## config.mk

```make
export PLATFORM = sky130hd
export DESIGN_NAME = pipe_slot_ctrl
export DESIGN_NICKNAME = d
export VERILOG_FILES = /design/src/rtl/pipe_slot_ctrl.sv
export SDC_FILE = /design/constraint.sdc
export NUM_CORES = 1
export LEC_CHECK = 0
export CAP_MARGIN = 20
export CORE_MARGIN = 2
export CORE_UTILIZATION = 39
export DETAILED_ROUTE_END_ITERATION = 10
export GPL_TIMING_DRIVEN = 0
export PLACE_DENSITY_LB_ADDON = 0.12
export SLEW_MARGIN = 20
export SYNTH_ARGS = -nofsm -noshare
export SYNTH_HDL_FRONTEND = slang
export SYNTH_SLANG_ARGS = --single-unit
```

## constraint.sdc

```tcl
create_clock -name clk -period 1.5 [get_ports clk]
set_input_delay 0.45 -clock clk [delete_from_list [all_inputs] [get_ports clk]]
set_output_delay 0.45 -clock clk [all_outputs]
set_load 0.01 [all_outputs]
```

## src/rtl/pipe_slot_ctrl.sv

```systemverilog
// pipe_slot_ctrl: in-flight instruction slot tracker for the MIPS pipeline.
// Each of DEPTH stages carries a valid bit and a tag. Per cycle the pipe does
// one of three things, in this priority order: flush, stall (bubble), or
// normal advance. New instructions enter stage 0 through a valid/ready
// handshake, and instructions leave from the oldest stage.
// Optional build macro: PIPE_PERF_CNT_EN adds retire/bubble performance
// counters. Without it, both counter ports are tied to zero.
module pipe_slot_ctrl #(
    parameter int DEPTH      = 5,
    parameter int TAG_W      = 32,
    parameter int REFILL_GAP = 1,
    parameter int SW         = $clog2(DEPTH + 1)
) (
    input  logic                   clk,
    input  logic                   rst_n,
    input  logic                   issue_valid,
    input  logic [TAG_W-1:0]       issue_tag,
    output logic                   issue_ready,
    input  logic                   stall,
    input  logic [SW-1:0]          stall_stage,
    input  logic                   flush,
    input  logic [SW-1:0]          flush_stage,
    output logic [DEPTH-1:0]       stage_valid,
    output logic [DEPTH*TAG_W-1:0] stage_tag,
    output logic                   retire_valid,
    output logic [TAG_W-1:0]       retire_tag,
    output logic                   busy,
    output logic [31:0]            perf_retired,
    output logic [31:0]            perf_bubbles
);

    localparam logic [SW-1:0] LAST = SW'(DEPTH - 1);

    logic [DEPTH-1:0] valid_reg;
    logic [DEPTH-1:0] valid_next;
    logic [TAG_W-1:0] tag_reg [DEPTH];
    logic [TAG_W-1:0] tag_in  [DEPTH];
    logic [DEPTH-1:0] tag_load;
    logic [2:0]       gap_reg;
    logic [2:0]       gap_next;

    logic [SW-1:0]    stall_sel;
    logic             stall_eff;
    logic             flush_all;
    logic             transfer;

    // Out-of-range stall indices freeze the whole pipe.
    assign stall_sel = (stall_stage > LAST) ? LAST : stall_stage;
    // A flush always wins, so a simultaneous stall is ignored.
    assign stall_eff = stall & ~flush;
    assign flush_all = flush & (flush_stage > LAST);

    // Issue is blocked while flushing, stalling or refilling after a flush.
    assign issue_ready = ~flush & ~stall & (gap_reg == 3'd0);
    assign transfer    = issue_valid & issue_ready;

    // The oldest slot leaves unless the whole pipe is frozen or killed.
    assign retire_valid = valid_reg[DEPTH-1]
                        & ~(stall_eff & (stall_sel == LAST))
                        & ~flush_all;
    assign retire_tag   = tag_reg[DEPTH-1];

    assign stage_valid = valid_reg;
    assign busy        = |valid_reg;

    genvar gi;
    generate
        for (gi = 0; gi < DEPTH; gi++) begin : g_stage
            localparam logic [SW-1:0] IDX = SW'(gi);
            logic             up_valid;
            logic             kill;
            logic             hold;
            logic             bubble;

            if (gi == 0) begin : g_head
                // Stage 0 is fed by the fetch handshake.
                assign up_valid   = transfer;
                assign tag_in[gi] = issue_tag;
            end else begin : g_body
                // Every other stage is fed by its younger neighbour.
                assign up_valid   = valid_reg[gi-1];
                assign tag_in[gi] = tag_reg[gi-1];
            end

            assign kill   = flush & (IDX < flush_stage);
            assign hold   = stall_eff & (IDX <= stall_sel);
            assign bubble = stall_eff & (IDX == stall_sel + SW'(1));

            // Hold keeps the slot, kill/bubble empty it, otherwise advance.
            assign valid_next[gi] = hold ? valid_reg[gi]
                                  : (kill | bubble) ? 1'b0
                                  : up_valid;
            // Tags only move with valid data, so empty slots do not toggle.
            assign tag_load[gi]   = ~hold & ~kill & ~bubble & up_valid;

            assign stage_tag[gi*TAG_W +: TAG_W] = tag_reg[gi];
        end
    endgenerate

    // Refill gap: reload on a real flush, otherwise count down to zero.
    always_comb begin
        gap_next = gap_reg;
        if (flush && (flush_stage != '0)) begin
            gap_next = 3'(REFILL_GAP);
        end else if (gap_reg != 3'd0) begin
            gap_next = gap_reg - 3'd1;
        end
    end

    // Slot state and refill gap registers.
    always_ff @(posedge clk or negedge rst_n) begin
        if (!rst_n) begin
            valid_reg <= '0;
            gap_reg   <= 3'd0;
            for (int i = 0; i < DEPTH; i++) begin
                tag_reg[i] <= '0;
            end
        end else begin
            valid_reg <= valid_next;
            gap_reg   <= gap_next;
            for (int i = 0; i < DEPTH; i++) begin
                if (tag_load[i]) begin
                    tag_reg[i] <= tag_in[i];
                end
            end
        end
    end

`ifdef PIPE_PERF_CNT_EN
    logic [31:0] retired_reg;
    logic [31:0] bubbles_reg;
    logic        bubble_ins;

    // A bubble only counts when it actually separates a valid instruction.
    assign bubble_ins = stall_eff & (stall_sel != LAST) & valid_reg[stall_sel];

    // Free-running wrap-around event counters.
    always_ff @(posedge clk or negedge rst_n) begin
        if (!rst_n) begin
            retired_reg <= 32'd0;
            bubbles_reg <= 32'd0;
        end else begin
            if (retire_valid) begin
                retired_reg <= retired_reg + 32'd1;
            end
            if (bubble_ins) begin
                bubbles_reg <= bubbles_reg + 32'd1;
            end
        end
    end

    assign perf_retired = retired_reg;
    assign perf_bubbles = bubbles_reg;
`else
    assign perf_retired = 32'd0;
    assign perf_bubbles = 32'd0;
`endif

endmodule
```

==> flow_metrics.env <==
export IMPL_ys_top_cells_by_area="dfrtp_1, mux2_2, buf_4, mux2_4, mux2_1"
export IMPL_instances_no_fill=1236
export IMPL_via_count=5470
export IMPL_async_flop_share_pct=100
export IMPL_max_slew_margin_pct=56.0
export IMPL_hold_buffers=0
export IMPL_die_area_sq_um=19900
export IMPL_layout_setup_ws_ns=-0.390
export IMPL_drtPass1Iterations=4
export IMPL_nFillCells=1465
export IMPL_gp_congestion=0.754
export IMPL_insertion_delay_ns=0.43
export IMPL_grt_usage_pct=21.8
export IMPL_initial_core_util_pct=39.5
export IMPL_cp_cell_sequence="inv_2 > ha_4 > nand2b_4 > nor3_4 > buf_4 > buf_6 > nand2_8 > buf_12 > buf_16 > mux2_4"
export IMPL_powerDensity_nw_per_um2=1220
export IMPL_period_share_pct=126
export IMPL_dp_hpwl_um=12900
export IMPL_reg2reg_slack_ns=-0.39
export IMPL_worstPathArrival_ns=2.19
export IMPL_io_buffers=241
export IMPL_drt_met1_wl_um=8570
export IMPL_drv_slew=0
export IMPL_rsz0062_at_grt="true"
export IMPL_cp_max_fo=5
export IMPL_yosys_area_top_type="dfrtp_1"
export IMPL_grt_pass1_vias=5751
export IMPL_antenna_cells=0
export IMPL_yosysUniqueCellTypes=35
export IMPL_required_ns=1.80
export IMPL_wl_per_cell_um=17.4
export IMPL_rows=50
export IMPL_yosysMostFrequentCell="dfrtp_1"
export IMPL_clock_path_buffers=2
export IMPL_grt_remaining_overflow=0
export IMPL_drt_total_wl_um=21500
export IMPL_cp_end_kind="flop"
export IMPL_worst_hold_slack_ns=0.00309
export IMPL_dp_cells=1028
export IMPL_area_growth_syn_to_layout_pct=68.5
export IMPL_coreArea_sq_um=18600
export IMPL_synth_edf_count=0
export IMPL_drv_cap=0
export IMPL_min_period_ns=1.89
export IMPL_avgViaCountPerCell=4.43
export IMPL_ys_seq_area_share_pct=57.3
export IMPL_drc=0
export IMPL_largest_reg_flops=128
export IMPL_p_leak_nw=7.09
export IMPL_grt_pass1_wl_um=33000
export IMPL_die_w_um=141
export IMPL_ios=307
export IMPL_nNetsFinal=1034
export IMPL_clkTransAtPathRegs_ns=0.07
export IMPL_syn_area_sq_um=7340
export IMPL_drt_iter0_drc=168
export IMPL_cts_buffers_inserted=17
export IMPL_cpMaxStageDelayCell="dfrtp_1"
export IMPL_ys_seq_elements=168
export IMPL_antenna_found_initial=0
export IMPL_setup_viol=125
export IMPL_synth_top_area_share_pct=57.3
export IMPL_syn_inst=489
export IMPL_dr_wl_met3_um=1300
export IMPL_cts_max_level=4
export IMPL_outcome="finished with violations"
export IMPL_route_top_layer_used="met4"
export IMPL_synth_commonest_cells="dfrtp_1, mux2_2, buf_4, mux2_4, mux2_1"
export IMPL_synth_avg_cell_area_sq_um=15.0
export IMPL_die_h_um=141
export IMPL_ys_flop_type="dfrtp_1"
export IMPL_antenna_left=0
export IMPL_critPathLaunchType="flop"
export IMPL_clockRootBuffer="clkbuf_16"
export IMPL_fin_skew_ns=0.0119
export IMPL_worst_pin_slew_ns=0.659
export IMPL_drive_gt1_share_pct=70.5
export IMPL_finalHoldViolations=0
export IMPL_cpPeakStageDelay_ns=0.39
export IMPL_max_freq_ghz=0.529
export IMPL_irDropWorstVdd_uv=796
export IMPL_criticalPathCategory="reg -> reg"
export IMPL_grt_max_degree=86
export IMPL_synth_warnings=0
export IMPL_dr_wl_met2_um=11300
export IMPL_cts_tree="done"
export IMPL_violations="negative setup slack"
export IMPL_clock_sinks=168
export IMPL_design_area_sq_um=12400
export IMPL_total_power_mw=15.0
export IMPL_post_dp_cell_area_sq_um=10500
export IMPL_hold_class="in -> async"
[per-layer routing]
layer | vias up | track usage [%]
met5 | - | 0
met1 | 2741 | 27.0
li1 | 2524 | -
met2 | 183 | 38.1
met3 | 22 | 5.26
met4 | 0 | 6.32
[stage by stage]
step | setup WS (ns) | utilization [%] | TNS (ns)
floorplan | -0.208 | - | -25.31
global placement | -6.87 | 56.5 | -1279.69
detailed placement | -0.963 | 56.7 | -133.83
CTS | -0.431 | 67.3 | -22.66
global route | -0.449 | 66.6 | -28.05
finish | -0.390 | 66.6 | -20.52
[path summary, 6_finish.rpt]
| kind | from | to | cells after the start |
|---|---|---|---|
| worst max-delay path | gap_reg[1] | stage_tag[29] | 10 |
| max in group asynchronous | rst_n | stage_tag[41] | 2 |
| worst min-delay path | rst_n | stage_tag[59] | 1 |
| min in group clk | flush_stage[1] | gap_reg[2] | 3 |
| worst min register to register | stage_tag[99] | retire_tag[3] | 1 |
| worst max register to register | gap_reg[1] | stage_tag[29] | 10 |
[repair_timing]
| item | CTS | global route |
|---|---|---|
| buffers inserted | 160 | 55 |
| gates resized for setup | 918 | 83 |
| endpoints found under the setup margin | 365 | 228 |
| gates cloned | 8 | 1 |
| pin swaps | 6 | 4 |
[cell usage in the layout, fill, tap and decap left out, types with 2 or more instances in the layout]
cell	n
nand2b_4	2
clkinvlp_4	4
clkbuf_8	2
dfrtp_1	168
nand2_1	6
buf_6	86
clkbuf_1	3
a21oi_1	2
buf_4	212
o21ai_0	2
o211ai_2	2
inv_2	3
buf_8	4
nor2_1	5
bufinv_16	4
mux2_2	64
clkbuf_2	5
clkdlybuf4s50_1	33
buf_12	18
buf_2	163
bufbuf_16	3
conb_1	64
buf_16	4
mux2_4	96
clkbuf_16	18
[worst max-delay path: cells and delay by family (launching register included)]
| kind | cells | cell delay [ns] |
|---|---|---|
| flip-flops | 1 | 0.39 |
| adder cells (fa/ha/maj) | 1 | 0.16 |
| AND/OR/NAND/NOR | 3 | 0.29 |
| buffers and inverters | 5 | 0.62 |
| multiplexers | 1 | 0.30 |
[final cells by class]
type	instances	area (sq um)	share of cell area, %
Sequential cell	168	4200	34.0
Inverter	3	11.3	0.0911
Multi-Input combinational cell	267	2810	22.7
Timing Repair Buffer	441	3550	28.7
Buffer	91	862	6.97
Clock inverter	10	168	1.36
Tap cell	234	293	2.37
Clock buffer	22	464	3.75
[power breakdown]
| part | switching (mW) | internal (mW) | total [mW] |
|---|---|---|---|
| Sequential | 0.529 | 5.36 | 5.89 |
| Combinational | 1.87 | 2.59 | 4.46 |
| Clock | 1.80 | 2.89 | 4.68 |
[logic make-up after synthesis]
logic type	count (synthesis)	synth area share, %
other cells	1	0.0511
flops	168	57.3
simple gates	23	1.69
buf+inv	117	12.3
mux	161	26.2
fa+ha+maj	2	0.341
compound gates	16	2.11
xor+xnor	1	0.119
Note: power is estimated with default switching activity, not from simulation.
